--- config.mk ---
export PLATFORM = sky130hd
export DESIGN_NAME = rsa_session_ctrl
export DESIGN_NICKNAME = d
export VERILOG_FILES = /design/src/rtl/rsa_session_ctrl.sv
export SDC_FILE = /design/constraint.sdc
export NUM_CORES = 1
export LEC_CHECK = 0
export CAP_MARGIN = 25
export CORE_AREA = 2 2 74 76
export DETAILED_ROUTE_END_ITERATION = 10
export DIE_AREA = 0 0 76 78
export DONT_BUFFER_PORTS = 1
export PLACE_DENSITY = 0.75
export REMOVE_ABC_BUFFERS = 1
export SYNTH_ARGS = -nofsm -noshare
export SYNTH_HDL_FRONTEND = slang
export SYNTH_SLANG_ARGS = --single-unit
export TNS_END_PERCENT = 100
--- constraint.sdc ---
create_clock -name i_clk -period 2.7 [get_ports i_clk]
set_input_delay 0.54 -clock i_clk [delete_from_list [all_inputs] [get_ports i_clk]]
set_output_delay 0.54 -clock i_clk [all_outputs]
set_load 0.03 [all_outputs]
--- src/rtl/rsa_session_ctrl.sv ---
// Session controller for one RSA run: host byte load, CPU run window, result readout.
// Owns the data-memory port mux between the host load path, the CPU and the readout path.
`timescale 1ns/1ps
module rsa_session_ctrl #(
  parameter logic [31:0] LOAD_BASE   = 32'h0000_0000,
  parameter int unsigned LOAD_WORDS  = 16,
  parameter logic [31:0] RES_BASE    = 32'h0000_0100,
  parameter int unsigned RES_WORDS   = 16,
  parameter int unsigned RUN_TIMEOUT = 100000
) (
  input  logic        i_clk,
  input  logic        i_reset,
  input  logic        i_cmd_start,
  input  logic        i_in_valid,
  output logic        o_in_ready,
  input  logic [7:0]  i_in_data,
  output logic        o_cpu_reset,
  output logic        o_cpu_start,
  input  logic        i_cpu_end,
  input  logic        i_cpu_mem_we,
  input  logic [31:0] i_cpu_addr,
  input  logic [31:0] i_cpu_wdata,
  output logic        o_mem_we,
  output logic [31:0] o_mem_addr,
  output logic [31:0] o_mem_wdata,
  input  logic [31:0] i_mem_rdata,
  output logic        o_out_valid,
  input  logic        i_out_ready,
  output logic [7:0]  o_out_data,
  output logic        o_busy,
  output logic        o_done,
  output logic        o_err
);

  localparam int unsigned IW = $clog2(LOAD_WORDS) + 1;
  localparam int unsigned KW = $clog2(RES_WORDS) + 1;
  localparam int unsigned TW = $clog2(RUN_TIMEOUT);

  typedef enum logic [2:0] {
    S_IDLE, S_LOAD, S_RUN_START, S_RUN, S_RD_ADDR, S_RD_CAP, S_OUT, S_DONE
  } state_t;

  state_t          r_state, w_next;
  logic [IW-1:0]   r_i;
  logic [KW-1:0]   r_k;
  logic [TW-1:0]   r_timer;
  logic            r_in_ready, r_cpu_reset, r_cpu_start, r_out_valid;
  logic            r_busy, r_done, r_err;
  logic [7:0]      r_out_data;

  logic            w_last_load, w_last_res, w_timeout, w_out_hs;
  logic [31:0]     w_load_addr, w_res_addr;
  logic            w_unused_rdata;

  assign w_last_load    = (r_i == IW'(LOAD_WORDS - 1));
  assign w_last_res     = (r_k == KW'(RES_WORDS - 1));
  assign w_timeout      = (r_timer == TW'(RUN_TIMEOUT - 1));
  assign w_out_hs       = (r_state == S_OUT) && i_out_ready;
  assign w_load_addr    = LOAD_BASE + (32'(r_i) << 2);
  assign w_res_addr     = RES_BASE + (32'(r_k) << 2);
  assign w_unused_rdata = ^i_mem_rdata[31:8];

  always_ff @(posedge i_clk) begin
    if (i_reset) r_state <= S_IDLE;
    else         r_state <= w_next;
  end

  // Next state plus the combinational memory-port mux; CPU only reaches memory in RUN.
  always_comb begin
    w_next      = r_state;
    o_mem_we    = 1'b0;
    o_mem_addr  = 32'h0;
    o_mem_wdata = 32'h0;
    case (r_state)
      S_IDLE: if (i_cmd_start) w_next = S_LOAD;
      S_LOAD: begin
        if (i_in_valid) begin
          o_mem_we    = 1'b1;
          o_mem_addr  = w_load_addr;
          o_mem_wdata = {24'h0, i_in_data};
          if (w_last_load) w_next = S_RUN_START;
        end
      end
      S_RUN_START: w_next = S_RUN;
      S_RUN: begin
        o_mem_we    = i_cpu_mem_we;
        o_mem_addr  = i_cpu_addr;
        o_mem_wdata = i_cpu_wdata;
        if (i_cpu_end)      w_next = S_RD_ADDR;
        else if (w_timeout) w_next = S_DONE;
      end
      S_RD_ADDR: begin
        o_mem_addr = w_res_addr;
        w_next     = S_RD_CAP;
      end
      S_RD_CAP: begin
        o_mem_addr = w_res_addr;
        w_next     = S_OUT;
      end
      S_OUT: begin
        o_mem_addr = w_res_addr;
        if (w_out_hs) w_next = w_last_res ? S_DONE : S_RD_ADDR;
      end
      S_DONE:  w_next = S_IDLE;
      default: w_next = S_IDLE;
    endcase
  end

  // Control outputs are registered from the next state so they line up with the state they describe.
  always_ff @(posedge i_clk) begin
    if (i_reset) begin
      r_in_ready  <= 1'b0;
      r_cpu_reset <= 1'b1;
      r_cpu_start <= 1'b0;
      r_out_valid <= 1'b0;
      r_busy      <= 1'b0;
      r_done      <= 1'b0;
      r_err       <= 1'b0;
      r_out_data  <= 8'h0;
      r_i         <= '0;
      r_k         <= '0;
      r_timer     <= '0;
    end else begin
      r_in_ready  <= (w_next == S_LOAD);
      r_cpu_reset <= !((w_next == S_RUN_START) || (w_next == S_RUN));
      r_cpu_start <= (w_next == S_RUN_START);
      r_out_valid <= (w_next == S_OUT);
      r_busy      <= (w_next != S_IDLE);
      r_done      <= (w_next == S_DONE);
      case (r_state)
        S_IDLE: begin
          if (i_cmd_start) begin
            r_err <= 1'b0;
            r_i   <= '0;
          end
        end
        S_LOAD:      if (i_in_valid) r_i <= r_i + IW'(1);
        S_RUN_START: r_timer <= '0;
        S_RUN: begin
          r_timer <= r_timer + TW'(1);
          if (i_cpu_end)      r_k   <= '0;
          else if (w_timeout) r_err <= 1'b1;
        end
        S_RD_CAP: r_out_data <= i_mem_rdata[7:0];
        S_OUT:    if (w_out_hs) r_k <= r_k + KW'(1);
        default: ;
      endcase
    end
  end

  assign o_in_ready  = r_in_ready;
  assign o_cpu_reset = r_cpu_reset;
  assign o_cpu_start = r_cpu_start;
  assign o_out_valid = r_out_valid;
  assign o_out_data  = r_out_data;
  assign o_busy      = r_busy;
  assign o_done      = r_done;
  assign o_err       = r_err;

endmodule
Word-level counts from Yosys, hierarchy flattened

Index checks and enable logic that the tools add are counted.

Flip-flop bits (word level): 45
Bits in latches: 0
Memory bits (writable): 0
ROM bits: 0
Bits of input ports: 111
Output and inout port bits: 80
Logic and storage cells: 75
Memories: 0

$add $sub $neg: 4
Multipliers: 0
Divide/modulo/power cells: 0
Magnitude comparators: 0
Equal/unequal tests: 21
Shift operators: 0
Mux-type cells: 25
Bitwise gates (word level): 0
Reductions and logical operators: 13

Operators with widths:

| operator                | number |
|---|---|
| $pmux W32 S3            | 1 |
| $pmux W32 S2            | 1 |
| $pmux W17 S2            | 1 |
| $pmux W3 S8             | 1 |
| $mux W5                 | 4 |
| $pmux W5 S2             | 2 |
| $eq A3 B3 Y1 const B    | 6 |
| $mux W3                 | 6 |
| $add A17 B1 Y17 const B | 1 |
| $eq A17 B17 Y1 const B  | 1 |
| $eq A3 B2 Y1 const B    | 4 |
| $ne A2 B2 Y1 const B    | 6 |
| $add A5 B1 Y5 const B   | 2 |
| $add A9 B7 Y10 const A  | 1 |
| $eq A5 B4 Y1 const B    | 2 |
| $mux W8                 | 1 |
| $reduce_bool A2 Y1      | 4 |
| $mux W7                 | 1 |
| $eq A3 B1 Y1 const B    | 2 |
| $reduce_and A3 Y1       | 2 |
| $mux W1                 | 4 |
| $pmux W1 S2             | 2 |
| $reduce_and A4 Y1       | 1 |
| $logic_not A3 Y1        | 1 |
| 6 further kinds         | 6 |

Longest topological paths before layout

Gate-level depths: netlist of the first run.

Depth after elaboration: 7
Mapped depth: 8

Worst setup path before layout of the first run

OpenSTA, ideal clock, no wires.

Path kind: register -> output
Start point: register r_state[0]
End point: output o_mem_addr[6]
Arrival: 1394 ps
Setup slack: 766 ps
Stages on the path, launching flop included: 8
Path buffers: 3
Cell sequence: dfxtp_1 > buf_4 > nor2b_1 > and3b_1 > clkbuf_1 > buf_2 > a22oi_1 > nand2_1

Word-level cells in the longest chain between the ends: 3

Ends and longest elaborated chain:

| what                       | RTL line | source |
|---|---|---|
| start, declared            | 43       | `state_t r_state, w_next;` |
| start signal, assigned     | 65       | `else r_state <= w_next;` |
| $eq A3 B3 Y1               | 74       | `case (r_state)` |
| $reduce_or A3 Y1 (no line) | -        |  |
| $pmux W32 S3 *             | 74       |  |
| end, declared              | 24       | `output logic [31:0] o_mem_addr,` |

Mark *: on every way between the ends. The rest lies on a longest branch, timed or not.

Final worst setup path of the first run

Start point: register r_state[2]
End point: output o_mem_wdata[19]

Word-level cells in the longest chain between the ends: 2

Ends and longest elaborated chain:

| what                                                | RTL line | source |
|---|---|---|
| $eq A3 B2 Y1 / $eq A3 B1 Y1 (equally long branches) | 74       |  |
| $pmux W32 S2 *                                      | 74       |  |
| end, declared                                       | 25       | `output logic [31:0] o_mem_wdata,` |

Marked as above.

==> results.md, run 1 <==
* Hold depth at 1
* Post-synthesis mux area share at 1.08%
* Core box area at 0.00504 sq mm
* Critical Path Source: r_state[2]$_SDFF_PP0_
* Area delta synth->final at 10.7%
* Worst Hold Path EP: r_k[4]$_SDFFE_PP0P_
* Fmax at 395 MHz
* Top FF cell, synth: dfxtp_1
* H-Tree Depth at 2
* Initial antenna violation count at 0
* Final WL at 8.18 mm
* Fraction of layout cells with a size suffix above 1 at 11.0%
* Synth Warn # at 0
* Hold Path Class: in -> reg
* DIE AREA at 0.00593 sq mm
* Post-cts resize count at 0
* Post-Synth XOR/XNOR Area at 1.89%
* Clock Sinks at 45
* Final min period at 2.53 ns
* Largest family of logic cells by synthesized area: simple AND/OR/NAND/NOR gates
* Netlist Area Pre-Place at 0.00278 sq mm
* I/O Buffers at 0
* First-pass DRT Iterations at 4
* Reg-to-reg setup timing slack at 0.61 ns
* RR Endpoint: r_timer[16]$_SDFFE_PP0P_
* Synth top area cells: dfxtp_1 (32%), and2_1 (11%), nand2_1 (5.1%)
* Class of the most critical setup path: reg -> out
* Syn_area_per_cell at 7.89 sq um
* Crit path capture type: output port
* Slew Viols, Final at 0
* Worst vdd ir at 0.328 mV
* Max Cap Viol at 0
* EDFF count, synth at 0
* Hold_sp: i_reset
* Die Y at 78 um
* Post-Synth Simple-Gate Area at 39.6%
* Worst Path Max Fanout at 48
* TritonCTS clock tree: done
* Maximum root-to-sink buffer count at 2
* Synth async-reset ratio at 0%
* Fill cells at 444
* Post-CTS Hold Buffers at 0
* First-pass GRT wire length at 12.1 mm
* Num CTS Buffers at 5
* Post-synth top cells: and2_1 (51), dfxtp_1 (45), nand2_1 (38)
* Post-Synth Adder-Cell Area at 2.25%
* Final core occ at 61.0%
* Critical Path Start Type: flip-flop
* Pwr Total at 1.29 mW
* Status: finished clean
* Reg2Reg Launch Point: r_state[2]$_SDFF_PP0_
* Avg WL per Cell at 19.2 um
* Initial Util at 55.1%
* Synth top area share at 32.4%
* Post-Syn Instances at 352
* Largest net degree at the start of global routing at 49
* Nets at 469
* Final Hold Slack at 0.301 ns
* GPL Wtd Cong at 0.914
* Remaining DRCs at 0
* DRT antenna net count at 0
* Slew margin rel. at 60.8%
* GR Util All Layers at 26.2%
* DIE WIDTH at 76 um
* Reg2Reg Depth at 5
* Setup Skew at 0.00953 ns
* Vias per cell at 6.17
* Setup Viol. Count Final at 0
* Post-Layout Inst Area at 0.00308 sq mm
* Count leader, synth: and2_1
* Number of global-route vias before repair at 2326
* Yosys top cell by area: dfxtp_1
* Yosys reg bits at 45
* CP arrival at 1.99 ns
* Final worst-path cycle share at 93.8%
* Io pins at 191
* Vias post-DR at 2621
* 1st-iter DRT viols at 159
* CP required at 2.16 ns
* Cell Area, Placed at 0.00296 sq mm
* Pleak at 1.18 nW
* Worst-skew pair later-pin latency at 0.30 ns
* Post-synthesis cell type count at 56
* Pwr Density at 419 mW/mm^2
* CTS Root Cell: clkbuf_8
* # Post-CTS Setup Buffers at 0
* RSZ-0062 raised after global routing: false
* Final Hold Vio Count at 0
* Core Rows at 26
* DP HPWL at 6.30 mm
* Setup TNS at 0 ns
* Sequential area share after synthesis at 32.4%
* CTS clk-pin slew, worst paths at 0.09 ns
* Total grt overflow at 0
* Slew @ Worst Pin at 0.587 ns
* Synth Area in Compound Gates at 17.2%
[flip-flops by register name, summed over array words and instances (netlist names)]
name and cells:
o_busy 1, o_cpu_reset 1, o_cpu_start 1, o_done 1, o_err 1, o_in_ready 1
o_out_data 8, o_out_valid 1, r_i 5, r_k 5, r_state 3, r_timer 17
[cells by family (layout without fill, tap and decap cells)]
family / Yosys count / in the layout
other cells: 0 / 1
xor+xnor: 6 / 6
buf+inv: 32 / 34
simple gates: 192 / 192
compound gates: 69 / 69
mux: 3 / 3
flops: 45 / 45
fa+ha+maj: 5 / 5
[worst max-delay path, cell delays in order, from the launching register on]
cell and delay (ns):
dfxtp_1 0.47, and3b_2 0.57, buf_12 0.24, and2_1 0.40
[area by class of cell]
type | instances | area, sq um | area share, %
tap | 70 | 87.6 | 2.85
clock buffer | 7 | 86.3 | 2.81
timing repair buffer | 19 | 218 | 7.08
multi-input combinational | 275 | 1720 | 56.1
clock inverter | 1 | 30.0 | 0.976
inverter | 7 | 26.3 | 0.854
sequential | 45 | 901 | 29.3
antenna | 1 | 2.50 | 0.0814
[stage by stage]
step | setup WS [ns] | instances
after floorplan | -0.0686 | 327
after global placement | 0.528 | 416
after detailed placement | 0.497 | 416
after CTS | 0.161 | 424
after global routing | 0.0109 | 424
final | 0.166 | 425
[cell usage in the layout (no fill, tap or decap), types with 3 or more instances in the layout]
cell type	n
dfxtp_1	45
and3_1	7
a21oi_1	20
nand3_1	23
buf_12	6
nor2b_1	3
nand2b_1	6
nor4_1	4
nor3_1	5
mux2i_1	3
ha_1	5
nand4_1	6
a22oi_1	6
a311oi_1	5
o21ai_0	3
a21o_1	6
or3_1	3
or4_1	3
clkbuf_8	6
nor2_1	22
xnor2_1	5
nand2_1	38
a31oi_1	5
and4_1	4
inv_1	7
a22o_1	8
nand4b_1	3
and2_1	51
buf_4	13
[power breakdown]
group | switching [mW] | internal, mW | total, mW
clock | 0.225 | 0.302 | 0.527
sequential | 0.00954 | 0.670 | 0.679
combinational | 0.0488 | 0.0338 | 0.0825
[metal layers]
metal | vias to the layer above | wire [um] | global-route usage, %
li1 | 1255 | - | -
met1 | 1232 | 3250 | 30.8
met2 | 124 | 3760 | 41.1
met3 | 10 | 1060 | 14.7
met4 | 0 | 114 | 7.45
met5 | - | 0 | 0
[worst max-delay path by stage]
stage,depth (start not counted),slack (ns),end
after floorplan,2,-0.07,o_mem_wdata[0]
after detailed placement,3,0.50,o_mem_wdata[8]
final,3,0.17,o_mem_wdata[19]
after CTS,3,0.16,o_mem_wdata[8]
after global routing,4,0.01,o_mem_addr[4]
after global placement,3,0.53,o_mem_wdata[19]
(Power assumes the default switching activity.)
==> run 2: changes to the inputs <==
Settings changed: SETUP_SLACK_MARGIN set to 0.15.
==> run 2 against run 1 <==
Effect of this change:
- clock power hardly changed
- wire length up 0.94%
- critical path type unchanged
- critical endpoint is now o_mem_addr[31]
- largest power group unchanged
- global-route usage unchanged
==> results.md, run 2 (synthesized netlist as in run 1, its figures left out) <==
* Most frequent cells in the layout: and2_1 (49), dfxtp_1 (45), nand2_1 (38)
* Pleak at 1.18 nW (+0.49%)
* Clock Sinks at 45 (unchanged)
* P_sw at 0.284 mW (+0.14%)
* First-pass GRT wire length at 12.1 mm (unchanged)
* Core Rows at 26 (unchanged)
* Number of global-route vias before repair at 2326 (unchanged)
* Io pins at 191 (unchanged)
* Hold Path Class: in -> reg
* DRT antenna net count at 0 (unchanged)
* Max reg flops at 17 (unchanged)
* GR Util All Layers at 26.2% (unchanged)
* Slew @ Worst Pin at 0.542 ns (-0.0449 ns)
* Avg WL per Cell at 19.4 um (+0.70%)
* Maximum root-to-sink buffer count at 2 (unchanged)
* Hold depth at 1 (unchanged)
* CP max stage delay at 0.50 ns (-0.07 ns)
* Worst-skew pair later-pin latency at 0.30 ns (about the same)
* Num CTS Buffers at 5 (unchanged)
* Internal power at 1.01 mW (about the same)
* Worst Path Max Fanout at 48 (unchanged)
* Setup TNS at 0 ns (unchanged)
* Sequential share of power at 52.7% (about the same)
* Reg2Reg Launch Point: r_state[2]$_SDFF_PP0_
* Final Hold Vio Count at 0 (unchanged)
* Slew Viols, Final at 0 (unchanged)
* Worst Hold Path EP: r_k[4]$_SDFFE_PP0P_
* Crit path capture type: output port
* Fill cells at 439 (-1.1%)
* Vias post-DR at 2641 (+0.76%)
* Worst vdd ir at 0.327 mV (-0.26%)
* Reg2Reg Depth at 5 (unchanged)
* CTS clk-pin slew, worst paths at 0.09 ns (about the same)
* Clock network fraction of design power at 40.8% (about the same)
* Critical Path Start Type: flip-flop
* CP arrival at 1.87 ns (-0.12 ns)
* Nets at 470 (+0.21%)
* Die Y at 78 um (unchanged)
* Critical Path Slowest Stage Cell: and3b_4
* Status: finished clean
* Final worst-path cycle share at 89.1% (-4.7 points)
* Critical Path, Cell by Cell: and3b_4 > buf_12 > and2_1
* Cell Area, Placed at 0.00296 sq mm (unchanged)
* Largest net degree at the start of global routing at 49 (unchanged)
* I/O Buffers at 0 (unchanged)
* H-Tree Depth at 2 (unchanged)
* Max Cap Viol at 0 (unchanged)
* GPL Wtd Cong at 0.914 (unchanged)
* Area delta synth->final at 11.4%
* DIE WIDTH at 76 um (unchanged)
* DP HPWL at 6.30 mm (unchanged)
* Setup Viol. Count Final at 0 (unchanged)
* Vias per cell at 6.20 (+0.53%)
* Fmax at 416 MHz (+5.3%)
* Setup Skew at 0.00883 ns (-0.000708 ns)
* Fraction of layout cells with a size suffix above 1 at 12.1% (+1.1 points)
* Pwr Density at 417 mW/mm^2 (-0.56%)
* Most flop-heavy register: r_timer
* Class of the most critical setup path: reg -> out
* Initial antenna violation count at 0 (unchanged)
* Core box area at 0.00504 sq mm (unchanged)
* Reg-to-reg setup timing slack at 0.70 ns (+0.09 ns)
* Sw Share at 22.0% (about the same)
* RSZ-0062 raised after global routing: true
* 1st-iter DRT viols at 201 (+26%)
* RR Endpoint: r_timer[16]$_SDFFE_PP0P_
* CP required at 2.16 ns (about the same)
* Most common cell after layout, fill and taps aside: and2_1
* Slew margin rel. at 63.8% (+3.0 points)
* First-pass DRT Iterations at 4 (unchanged)
* Total grt overflow at 0 (unchanged)
* Initial Util at 55.1% (unchanged)
* CTS Root Cell: clkbuf_8
* Remaining DRCs at 0 (unchanged)
* DIE AREA at 0.00593 sq mm (unchanged)
* Final WL at 8.25 mm (+0.94%)
* Logic pwr share at 6.4% (about the same)
* Post-Layout Inst Area at 0.00309 sq mm (+0.61%)
* TritonCTS clock tree: done
* Hold_sp: i_reset
* Final min period at 2.41 ns (-0.128 ns)
[run 2: cell types whose count changed in the layout (fill, tap and decap cells not counted)]
cell      before  now
a21boi_1       1    0
a21boi_2       0    1
and2_1        51   49
and2_2         1    3
and3b_4        0    1
[run 2: how the worst max path moves through the flow]
| stage | start | to | slack (ns) |
|---|---|---|---|
| 2_1_floorplan | r_state[0]$_SDFF_PP0_ | o_mem_wdata[0] | -0.07 |
| 3_3_place_gp | r_state[2]$_SDFF_PP0_ | o_mem_wdata[19] | 0.53 |
| 3_5_place_dp | r_state[2]$_SDFF_PP0_ | o_mem_wdata[8] | 0.50 |
| 4_1_cts | r_state[2]$_SDFF_PP0_ | o_mem_wdata[8] | 0.16 |
| 5_1_grt | r_state[2]$_SDFF_PP0_ | o_mem_addr[4] | 0.15 |
| 6_report | r_state[2]$_SDFF_PP0_ | o_mem_addr[31] | 0.29 |
[run 2: repair_timing]
item,in CTS,in global routing
setup endpoints to repair,0,45
endpoints found under the hold margin,0,0
hold buffers,0,0
gates resized for setup,0,5
setup buffers,0,0
[run 2: stage by stage]
| stage | util (%) | cells | hold slack [ns] | total power, mW | setup slack [ns] |
|---|---|---|---|---|---|
| floorplan | - | 327 | 0.453 | 0.749 | -0.0686 |
| global placement | 58.6 | 416 | 0.465 | 0.774 | 0.528 |
| detailed placement | 58.6 | 416 | 0.486 | 0.776 | 0.497 |
| CTS | 60.9 | 424 | 0.292 | 1.30 | 0.161 |
| global route | 61.3 | 425 | 0.279 | 1.34 | 0.147 |
| finish | 61.4 | 426 | 0.302 | 1.29 | 0.294 |
[run 2: worst max-delay path: cells and delay by family, from the launching register on]
kind | cells | cell delay, ns
buffers and inverters | 1 | 0.21
DFF | 1 | 0.49
and+or+nand+nor | 2 | 0.86
[run 2: power groups by stage]
stage	clock network, mW	logic, mW	registers, mW
final	0.527	0.0831	0.680
after global routing	0.569	0.0895	0.680
after CTS	0.534	0.0821	0.679
after detailed placement	0	0.0816	0.695
after global placement	0	0.0799	0.694
after floorplan	0	0.0514	0.698
[run 2: final cells by class]
class,count,area (sq um),share of cell area [%]
clock buffers,7,86.3,2.79
multi-input cells,276,1740,56.3
inverters,7,26.3,0.849
flip-flops and latches,45,901,29.1
clock inverters,1,30.0,0.970
well taps,70,87.6,2.83
repair buffers,19,218,7.04
diodes,1,2.50,0.0809
[run 2: per-layer routing]
layer	wire (um)	global-route usage (%)	up-vias
li1	-	-	1260
met1	3230	30.8	1245
met2	3780	41.1	126
met3	1120	14.7	10
met4	114	7.45	0
met5	0	0	-
==> run 3: changes to the inputs <==
Settings changed: CORE_AREA 2 2 74 76 to not set, CORE_UTILIZATION set to 40, DIE_AREA 0 0 76 78 to not set, PLACE_DENSITY 0.75 to 0.57.
==> run 3 against run 2 <==
Effect of this change:
- clock-buffer cell count fell by 1
- cell count increased by 1.2%
- sequential share of layout area rose by 1.4 points
- combinational power down 7.1%
- non-clock buffer count decreased by 3
- cell area is 4.4% lower
- critical path depth grew 1
- largest cell class unchanged
- highest routed layer unchanged
==> results.md, run 3 (synthesized netlist as in run 1, its figures left out) <==
* Fill cells at 677 (+54%)
* Critical Path Source: r_state[1]$_SDFF_PP0_
* Largest net degree at the start of global routing at 53 (+8.2%)
* DP HPWL at 5.55 mm (-12%)
* Logic pwr share at 6.6% (+0.2 points)
* DIE WIDTH at 85.3 um (+12%)
* Most flop-heavy register: r_timer
* Pwr Total at 1.17 mW (-9.6%)
* CTS Root Cell: clkbuf_8
* Vias post-DR at 2587 (-2.0%)
* Slew Viols, Final at 0 (unchanged)
* Avg WL per Cell at 17.4 um (-10%)
* Critical Path Start Type: flip-flop
* Hold depth at 1 (unchanged)
* Max Cap Viol at 0 (unchanged)
* Post-CTS Hold Buffers at 0 (unchanged)
* Most common cell after layout, fill and taps aside: and2_1
* RSZ-0062 raised after global routing: false
* Min setup slack post-route at 0.314 ns (+0.0207 ns)
* Max reg flops at 17 (unchanged)
* Vias per cell at 6.00 (-3.2%)
* Remaining DRCs at 0 (unchanged)
* I/O Buffers at 0 (unchanged)
* Slew @ Worst Pin at 0.567 ns (+0.0245 ns)
* Reg2Reg Depth at 5 (unchanged)
* Worst Path Max Fanout at 10 (-79%)
* Setup Viol. Count Final at 0 (unchanged)
* H-Tree Depth at 2 (unchanged)
* CP required at 2.16 ns (about the same)
* Pleak at 1.13 nW (-4.4%)
* Area delta synth->final at 6.44%
* First-pass GRT wire length at 11.2 mm (-7.4%)
* Number of global-route vias before repair at 2218 (-4.6%)
* Final worst-path cycle share at 88.4% (-0.77 points)
* DIE AREA at 0.00728 sq mm (+23%)
* Maximum root-to-sink buffer count at 2 (unchanged)
* # Post-CTS Setup Buffers at 0 (unchanged)
* Fmax at 419 MHz (+0.87%)
* Setup TNS at 0 ns (unchanged)
* Final Hold Vio Count at 0 (unchanged)
* RR Endpoint: r_timer[16]$_SDFFE_PP0P_
* Final min period at 2.39 ns (-0.0207 ns)
* P_sw at 0.286 mW (+0.52%)
* Io pins at 191 (unchanged)
* Initial antenna violation count at 0 (unchanged)
* Sw Share at 24.5% (+2.5 points)
* Reg2Reg Launch Point: r_state[1]$_SDFF_PP0_
* Fraction of layout cells with a size suffix above 1 at 10.8% (-1.3 points)
* First-pass DRT Iterations at 5 (+1)
* DRT antenna net count at 0 (unchanged)
* Class of the most critical setup path: reg -> out
* Final WL at 7.49 mm (-9.2%)
* Worst vdd ir at 0.264 mV (-19%)
* Slew margin rel. at 62.1% (-1.7 points)
* Sequential share of power at 58.3% (+5.6 points)
* Worst-skew pair later-pin latency at 0.30 ns (about the same)
* Status: finished clean
* GR Util All Layers at 19.6% (-6.6 points)
* Core Rows at 30 (+15%)
* Die Y at 85.3 um (+9.4%)
* Worst slack at placement at 0.631 ns (+0.134 ns)
* Final Hold Slack at 0.298 ns (-0.00394 ns)
* CTS clk-pin slew, worst paths at 0.09 ns (about the same)
* Clock Sinks at 45 (unchanged)
* Num CTS Buffers at 5 (unchanged)
* Nets at 466 (-0.85%)
* CP Capture Point: o_mem_addr[4]
* Ant. Diodes at 0 (-1)
* Setup Skew at 0.00557 ns (-0.00325 ns)
* Total grt overflow at 0 (unchanged)
* TritonCTS clock tree: done
* Final core occ at 43.8% (-18 points)
* CP arrival at 1.85 ns (-0.02 ns)
* Most frequent cells in the layout: and2_1 (50), dfxtp_1 (45), nand2_1 (38)
* GPL Wtd Cong at 0.852 (-6.8%)
* Pwr Density at 394 mW/mm^2 (-5.4%)
* 1st-iter DRT viols at 217 (+8.0%)
* Initial Util at 41.1% (-14 points)
* Reg-to-reg setup timing slack at 0.74 ns (+0.04 ns)
* Clock network fraction of design power at 35.0% (-5.8 points)
* Crit path capture type: output port
* Hold Path Class: in -> reg
* Core box area at 0.00676 sq mm (+34%)
* Post-cts resize count at 0 (unchanged)
* Internal power at 0.880 mW (-12%)
==> run 3: how the worst min path moves through the flow <==
stage	end	from	slack (ns)
after global placement	r_timer[15]$_SDFFE_PP0P_	r_timer[15]$_SDFFE_PP0P_	0.48
after detailed placement	r_timer[15]$_SDFFE_PP0P_	r_timer[15]$_SDFFE_PP0P_	0.48
after global routing	r_timer[11]$_SDFFE_PP0P_	i_reset	0.28
after CTS	r_timer[5]$_SDFFE_PP0P_	i_reset	0.29
final	r_timer[5]$_SDFFE_PP0P_	i_reset	0.30
after floorplan	r_timer[15]$_SDFFE_PP0P_	r_timer[15]$_SDFFE_PP0P_	0.45
==> run 3: cell type report <==
class	count	area (sq um)	share of cell area [%]
multi-input combinational	275	1730	58.4
sequential	45	901	30.5
timing repair buffer	16	120	4.06
tap	80	100	3.39
clock buffer	6	72.6	2.45
inverter	7	26.3	0.889
clock inverter	2	10.0	0.339
==> run 3: layer usage <==
metal	wire (um)	part of all wire, %	global-route usage [%]
met5	0	0	0
met4	63	0.84	5.76
met3	615	8.2	4.96
met2	3440	46	29.8
met1	3370	45	27.4
==> run 3: worst max-delay path, cell delays in order (launching register included) <==
cell and delay (ns):
dfxtp_1 0.41, buf_4 0.21, a21boi_1 0.48, a22oi_1 0.16
nand2_1 0.28
==> run 3: power by group through the flow <==
stage	clock, mW	combinational (mW)	sequential [mW]
detailed placement	0	0.0765	0.695
global route	0.456	0.0850	0.681
CTS	0.420	0.0769	0.680
finish	0.408	0.0772	0.680
floorplan	0	0.0514	0.698
global placement	0	0.0758	0.695
==> run 3: per-stage QoR <==
stage	cells	cell area, sq um
CTS	431	2950
floorplan	327	2650
global route	431	2960
finish	431	2960
detailed placement	423	2870
global placement	423	2870
